<file path="src/rtl/pwm_ramp_sequencer_pkg.sv">
// Shared types and constants for the PWM duty ramp sequencer.
// The duty-width default here must track the pwm_controller it drives.
package pwm_ramp_sequencer_pkg;

  localparam int unsigned DefaultSysFreq = 125;
  localparam int unsigned DutyWidth      = 7;
  localparam int unsigned MsCycles       = DefaultSysFreq * 1000;

  typedef enum logic [1:0] {
    StIdle = 2'd0,
    StRamp = 2'd1,
    StHold = 2'd2
  } state_e;

  function automatic int unsigned ms_cycles(input int unsigned sys_freq);
    return sys_freq * 1000;
  endfunction

endpackage

</file>
<file path="src/rtl/pwm_ramp_sequencer_ms_tick_gen.sv">
// Clearable millisecond prescaler: one-cycle tick every SYS_FREQ*1000 clocks.
module pwm_ramp_sequencer_ms_tick_gen
  import pwm_ramp_sequencer_pkg::*;
#(
  parameter int unsigned SYS_FREQ = DefaultSysFreq
) (
  input  logic clk,
  input  logic reset_n,
  input  logic clear,
  output logic tick
);

  localparam int unsigned Cycles = ms_cycles(SYS_FREQ);
  localparam int unsigned CntW   = (Cycles > 1) ? $clog2(Cycles) : 1;
  localparam logic [CntW-1:0] CntTop = CntW'(Cycles - 1);

  logic [CntW-1:0] cnt_q;

  always_ff @(posedge clk) begin
    if (!reset_n || clear || tick) begin
      cnt_q <= '0;
    end else begin
      cnt_q <= cnt_q + 1'b1;
    end
  end

  assign tick = (cnt_q >= CntTop);

endmodule

</file>
<file path="src/rtl/pwm_ramp_sequencer.sv">
// Steps PWM duty one LSB per step_ms toward a commanded target, holds for
// hold_ms, then pulses done. Abort freezes duty and returns to idle.
module pwm_ramp_sequencer
  import pwm_ramp_sequencer_pkg::*;
#(
  parameter int unsigned SYS_FREQ = DefaultSysFreq,
  parameter int unsigned N        = DutyWidth,
  parameter int unsigned T_W      = 16
) (
  input  logic           clk,
  input  logic           reset_n,
  input  logic           cmd_valid,
  output logic           cmd_ready,
  input  logic [N-1:0]   cmd_target,
  input  logic [T_W-1:0] cmd_step_ms,
  input  logic [T_W-1:0] cmd_hold_ms,
  input  logic           abort,
  output logic [N-1:0]   duty,
  output logic           busy,
  output logic           done
);

  state_e         state_q, state_d;
  logic [N-1:0]   duty_q, duty_d;
  logic [N-1:0]   target_q, target_d;
  logic [T_W-1:0] step_ms_q, step_ms_d;
  logic [T_W-1:0] hold_ms_q, hold_ms_d;
  logic [T_W-1:0] step_cnt_q, step_cnt_d;
  logic [T_W-1:0] hold_cnt_q, hold_cnt_d;
  logic           done_q, done_d;

  logic           tick;
  logic           presc_clear;
  logic           accept;
  logic [T_W:0]   step_cnt_inc;
  logic [T_W:0]   hold_cnt_inc;
  logic [N-1:0]   duty_step;

  // Ready stays low during the done cycle so it rises the cycle after.
  assign cmd_ready    = (state_q == StIdle) && reset_n && !done_q;
  assign accept       = cmd_valid && cmd_ready && !abort;
  assign step_cnt_inc = {1'b0, step_cnt_q} + 1'b1;
  assign hold_cnt_inc = {1'b0, hold_cnt_q} + 1'b1;
  assign duty_step    = (duty_q > target_q) ? duty_q - 1'b1 : duty_q + 1'b1;

  // Every state change (accept included) restarts the ms prescaler.
  assign presc_clear = (state_d != state_q);

  pwm_ramp_sequencer_ms_tick_gen #(
    .SYS_FREQ (SYS_FREQ)
  ) u_ms_tick_gen (
    .clk     (clk),
    .reset_n (reset_n),
    .clear   (presc_clear),
    .tick    (tick)
  );

  always_comb begin
    state_d    = state_q;
    duty_d     = duty_q;
    target_d   = target_q;
    step_ms_d  = step_ms_q;
    hold_ms_d  = hold_ms_q;
    step_cnt_d = step_cnt_q;
    hold_cnt_d = hold_cnt_q;
    done_d     = 1'b0;

    unique case (state_q)
      StIdle: begin
        if (accept) begin
          target_d   = cmd_target;
          step_ms_d  = cmd_step_ms;
          hold_ms_d  = cmd_hold_ms;
          step_cnt_d = '0;
          hold_cnt_d = '0;
          state_d    = (cmd_target == duty_q) ? StHold : StRamp;
        end
      end
      StRamp: begin
        if (abort) begin
          state_d = StIdle;
        end else if (step_ms_q == '0) begin
          duty_d  = target_q;
          state_d = StHold;
        end else if (tick) begin
          if (step_cnt_inc >= {1'b0, step_ms_q}) begin
            step_cnt_d = '0;
            duty_d     = duty_step;
            if (duty_step == target_q) begin
              state_d = StHold;
            end
          end else begin
            step_cnt_d = step_cnt_inc[T_W-1:0];
          end
        end
      end
      StHold: begin
        if (abort) begin
          state_d = StIdle;
        end else if ((hold_ms_q == '0) || (tick && (hold_cnt_inc >= {1'b0, hold_ms_q}))) begin
          state_d    = StIdle;
          done_d     = 1'b1;
          hold_cnt_d = '0;
        end else if (tick) begin
          hold_cnt_d = hold_cnt_inc[T_W-1:0];
        end
      end
      default: state_d = StIdle;
    endcase
  end

  always_ff @(posedge clk) begin
    if (!reset_n) begin
      state_q    <= StIdle;
      duty_q     <= '0;
      target_q   <= '0;
      step_ms_q  <= '0;
      hold_ms_q  <= '0;
      step_cnt_q <= '0;
      hold_cnt_q <= '0;
      done_q     <= 1'b0;
    end else begin
      state_q    <= state_d;
      duty_q     <= duty_d;
      target_q   <= target_d;
      step_ms_q  <= step_ms_d;
      hold_ms_q  <= hold_ms_d;
      step_cnt_q <= step_cnt_d;
      hold_cnt_q <= hold_cnt_d;
      done_q     <= done_d;
    end
  end

  assign duty = duty_q;
  assign busy = (state_q != StIdle);
  assign done = done_q;

endmodule

</file>
<file path="config.mk">
export PLATFORM = sky130hd
export DESIGN_NAME = pwm_ramp_sequencer
export DESIGN_NICKNAME = d
export VERILOG_FILES = /design/src/rtl/pwm_ramp_sequencer_pkg.sv /design/src/rtl/pwm_ramp_sequencer_ms_tick_gen.sv /design/src/rtl/pwm_ramp_sequencer.sv
export SDC_FILE = /design/constraint.sdc
export NUM_CORES = 1
export LEC_CHECK = 0
export CORE_ASPECT_RATIO = 1.5
export CORE_MARGIN = 2
export CORE_UTILIZATION = 60
export DETAILED_ROUTE_END_ITERATION = 8
export PLACE_DENSITY = 0.89
export SLEW_MARGIN = 20
export SYNTH_ARGS = -nofsm -noshare
export SYNTH_HDL_FRONTEND = slang
export SYNTH_SLANG_ARGS = --single-unit
</file>
<file path="constraint.sdc">
create_clock -name clk -period 8.7 [get_ports clk]
set_input_delay 0.87 -clock clk [delete_from_list [all_inputs] [get_ports clk]]
set_output_delay 0.87 -clock clk [all_outputs]
set_load 0.02 [all_outputs]
</file>
==> results by group <==
Route
  • TritonRoute pass-1 iters: 7
  • Via-to-Cell Ratio: 6.12
  • Routed len/inst: 16.8 um
  • DRC: 0
  • Starting DRT DRC Count: 323
  • Antenna-violating nets left: 0
  • Routed wire length: between 15 and 20 mm
  • Via count: 5,780

Status
  • Status: complete, no violations

Synth
  • Yosys Warn Count: 0
  • Top cell type's share of synthesized area: 0.316
  • Avg Inst Size Synth: 7.81 um2
  • Post-synth EDFFs: 0
  • Post-synthesis compound-gate area fraction: 0.155
  • Ys async rst share: 0
  • Syn_nets: 886
  • Synth Cell Area: between 0.006 and 0.007 mm2
  • Synth Area in XOR/XNOR: 0.0927
  • Area contributors post-synth: dfxtp_1 32%, ha_1 9.5%, nand2_1 9.2%
  • Synth area leader: dfxtp_1
  • Post-synthesis mux area share: 0.0115
  • Ys flop type: dfxtp_1
  • Main combinational cell family by area after synthesis: simple AND/OR/NAND/NOR gates
  • Fraction of the mapped netlist area in adder cells: 0.0979
  • Post-synthesis simple-gate area fraction: 0.269
  • Synth Instances: 795
  • Yosys cell types: 64
  • Sequential area share after synthesis: 0.316
  • Seq cells post-synth: 98

Clock network
  • CTS Buffer Depth: 2
  • H-tree depth: 3
  • Setup repair bufs after CTS: 0
  • CTS tree: yes
  • Cts bufs inserted: 9
  • Post-cts sizing count: 0
  • Worst-path clk slew: 0.07 ns
  • Clock Tree Root: clkbuf_16
  • Post-CTS Hold Fix Bufs: 0
  • Clock Sinks: 98
  • Worst-Skew Late Latency: approximately 0.35 ns

STA
  • Least-Margin Pin Slew: 0.969 ns
  • Final count of negative-setup-slack endpoints: 0
  • Count of final hold-check violations: 0
  • Tcrit/Tclk final: 0.473
  • Count of pins over their slew limit: 0
  • Final Skew: between 0.008 and 0.009 ns
  • Relative slew slack: 0.352
  • Fmax: 243 MHz
  • Setup TNS: 0 ns
  • Unrepaired setup endpoints after global routing: false
  • Post-layout minimum cycle time: 4.12 ns
  • Post-layout worst setup margin: 4.58 ns
  • Hold slack final: 0.446 ns

Worst setup path
  • WP data required: 8.97 ns
  • CP max FO: 25
  • CP Class: register to register
  • Crit path DAT: 4.39 ns
  • Startpoint Class: register
  • Setup crit end kind: register

Floorplan
  • Core area: 0.0101 mm2
  • DIE AREA: 0.0112 mm2
  • Num rows: 45
  • Initial Utilization: 0.616
  • Die width: 87.1 um
  • Die Ht: 129 um
  • I/O pins: 53

Power and ir drop
  • Max IR drop VDD: between 0.1 and 0.15 mV
  • Leak Pwr: 0.00266 uW
  • Cell Pwr Density: 145 mW/mm2

Global routing
  • Largest net degree at the start of global routing: 69
  • Tot GR Track Use: 0.290
  • Initial antenna violation count: 0
  • Vias in the first global route: 5,641
  • Total grt overflow: 0
  • First-pass GRT wire length: between 20 and 30 mm

Placement
  • Final RePlAce weighted congestion: 0.927
  • DP Wirelength: approximately 12 mm
  • Pre-CTS setup slack: 4.74 ns
  • Placed Cells: 929
  • Port Buffers: 52

Final layout
  • Fin nets: a little over 900
  • Fill cells: 799
  • Area Growth Syn to Fin: 13.2%
  • Diode count: 0
  • Ratio of cells with drive above 1 in the final layout: 0.0483
  • Finished Layout Cells: 945

Flow run
  • Max-Cap Viols: 0

Hold path
  • Worst Hold Class: register to register
## path summary, 6_finish.rpt
path	startpoint	endpoint	slack [ns]	depth (start not counted)
max	step_cnt_q[0]$_SDFFE_PN0P_	step_cnt_q[2]$_SDFFE_PN0P_	4.58	13
min	u_ms_tick_gen.cnt_q[0]$_SDFF_PP0_	u_ms_tick_gen.cnt_q[0]$_SDFF_PP0_	0.45	1
max reg2reg	step_cnt_q[0]$_SDFFE_PN0P_	step_cnt_q[2]$_SDFFE_PN0P_	4.58	13
min reg2reg	u_ms_tick_gen.cnt_q[0]$_SDFF_PP0_	u_ms_tick_gen.cnt_q[0]$_SDFF_PP0_	0.45	1
## synthesized netlist by cell type (all sizes together) (2+ instances only)
| library cell | n |
|---|---|
| nand2 | 153 |
| dfxtp | 98 |
| a21oi | 70 |
| nor2 | 53 |
| inv | 49 |
| ha | 47 |
| nand3 | 44 |
| xnor2 | 30 |
| xor2 | 28 |
| clkbuf | 27 |
| nand4 | 15 |
| o21ai | 15 |
| nor4 | 12 |
| and3 | 11 |
| buf | 11 |
| a31oi | 10 |
| nor3 | 10 |
| o21a | 10 |
| nand3b | 9 |
| and2 | 7 |
| mux2i | 6 |
| nand2b | 6 |
| nor3b | 6 |
| a211oi | 5 |
| and4 | 5 |
| or2 | 5 |
| a2bb2oi | 4 |
| a31o | 4 |
| o211ai | 4 |
| or3 | 4 |
| a21o | 3 |
| a311oi | 3 |
| nand4b | 3 |
| xnor3 | 3 |
| a2111oi | 2 |
| a41oi | 2 |
| nand4bb | 2 |
| nor2b | 2 |
| o21bai | 2 |
| o311ai | 2 |
| o31ai | 2 |
## registers in the layout, indices dropped and copies added, names as in the netlist
register,flops
done,1
target_q,7
u_ms_tick_gen.cnt_q,17
state_q,2
duty,7
step_cnt_q,16
hold_ms_q,16
step_ms_q,16
hold_cnt_q,16
## power breakdown
part,internal (uW),leakage (uW),switching [uW]
clock,231,0.000141,178
sequential,456,0.000792,7.29
combinational,62.6,0.00172,84.9
## stage by stage
step	total power [uW]	cell area [um2]	util
final	1020	7030	0.697
after global routing	1060	7030	0.697
after CTS	1020	7030	0.697
after detailed placement	619	6720	0.667
after global placement	614	6720	0.667
after floorplan	572	6210	-
## metal layers
metal,global-route usage,part of all wire,vias to the layer above
met2,0.545,0.54,179
met3,0.0314,0.046,49
met4,0.153,0.040,0
li1,-,-,2805
met1,0.311,0.37,2747
met5,0,0,-
## layout by cell type, fill, tap and decap left out, drive strengths merged, types with 11 or more instances in the layout
master	synthesis	final
o21ai	15	15
xor2	28	28
nor4	12	12
and3	11	11
nand3	44	44
dfxtp	98	98
xnor2	30	30
nor2	53	53
a21oi	70	70
inv	49	49
nand4	15	15
nand2	153	153
ha	47	47
clkdlybuf4s50	0	52
## logic make-up after synthesis
| family | count (synthesis) |
|---|---|
| AND/OR/NAND/NOR | 347 |
| adder cells (fa/ha/maj) | 48 |
| multiplexers | 7 |
| XOR/XNOR | 61 |
| AO/OA/AOI/OAI | 147 |
| flip-flops | 98 |
| buffers and inverters | 87 |
## worst max-delay path: stages, from the launching register on
cell and delay [ns]:
dfxtp_1 0.42, ha_1 0.26, nand3_1 0.26, nor3_4 0.34, nand3_1 0.13, xnor2_1 0.29, ha_1 0.32, a21oi_1 0.18
o211ai_1 0.11, a21oi_1 0.22, o21ai_1 0.19, a211oi_4 0.86, nand4b_1 0.24, a21oi_1 0.21
## cell type report
type	count	area, um2	area share
Sequential cell	98	1960	0.279
Clock inverter	6	66.3	0.00943
Tap cell	117	146	0.0208
Inverter	49	184	0.0262
Timing Repair Buffer	55	543	0.0773
Clock buffer	10	239	0.0340
Multi-Input combinational cell	610	3890	0.553
Power figures use the tool's default switching activity.
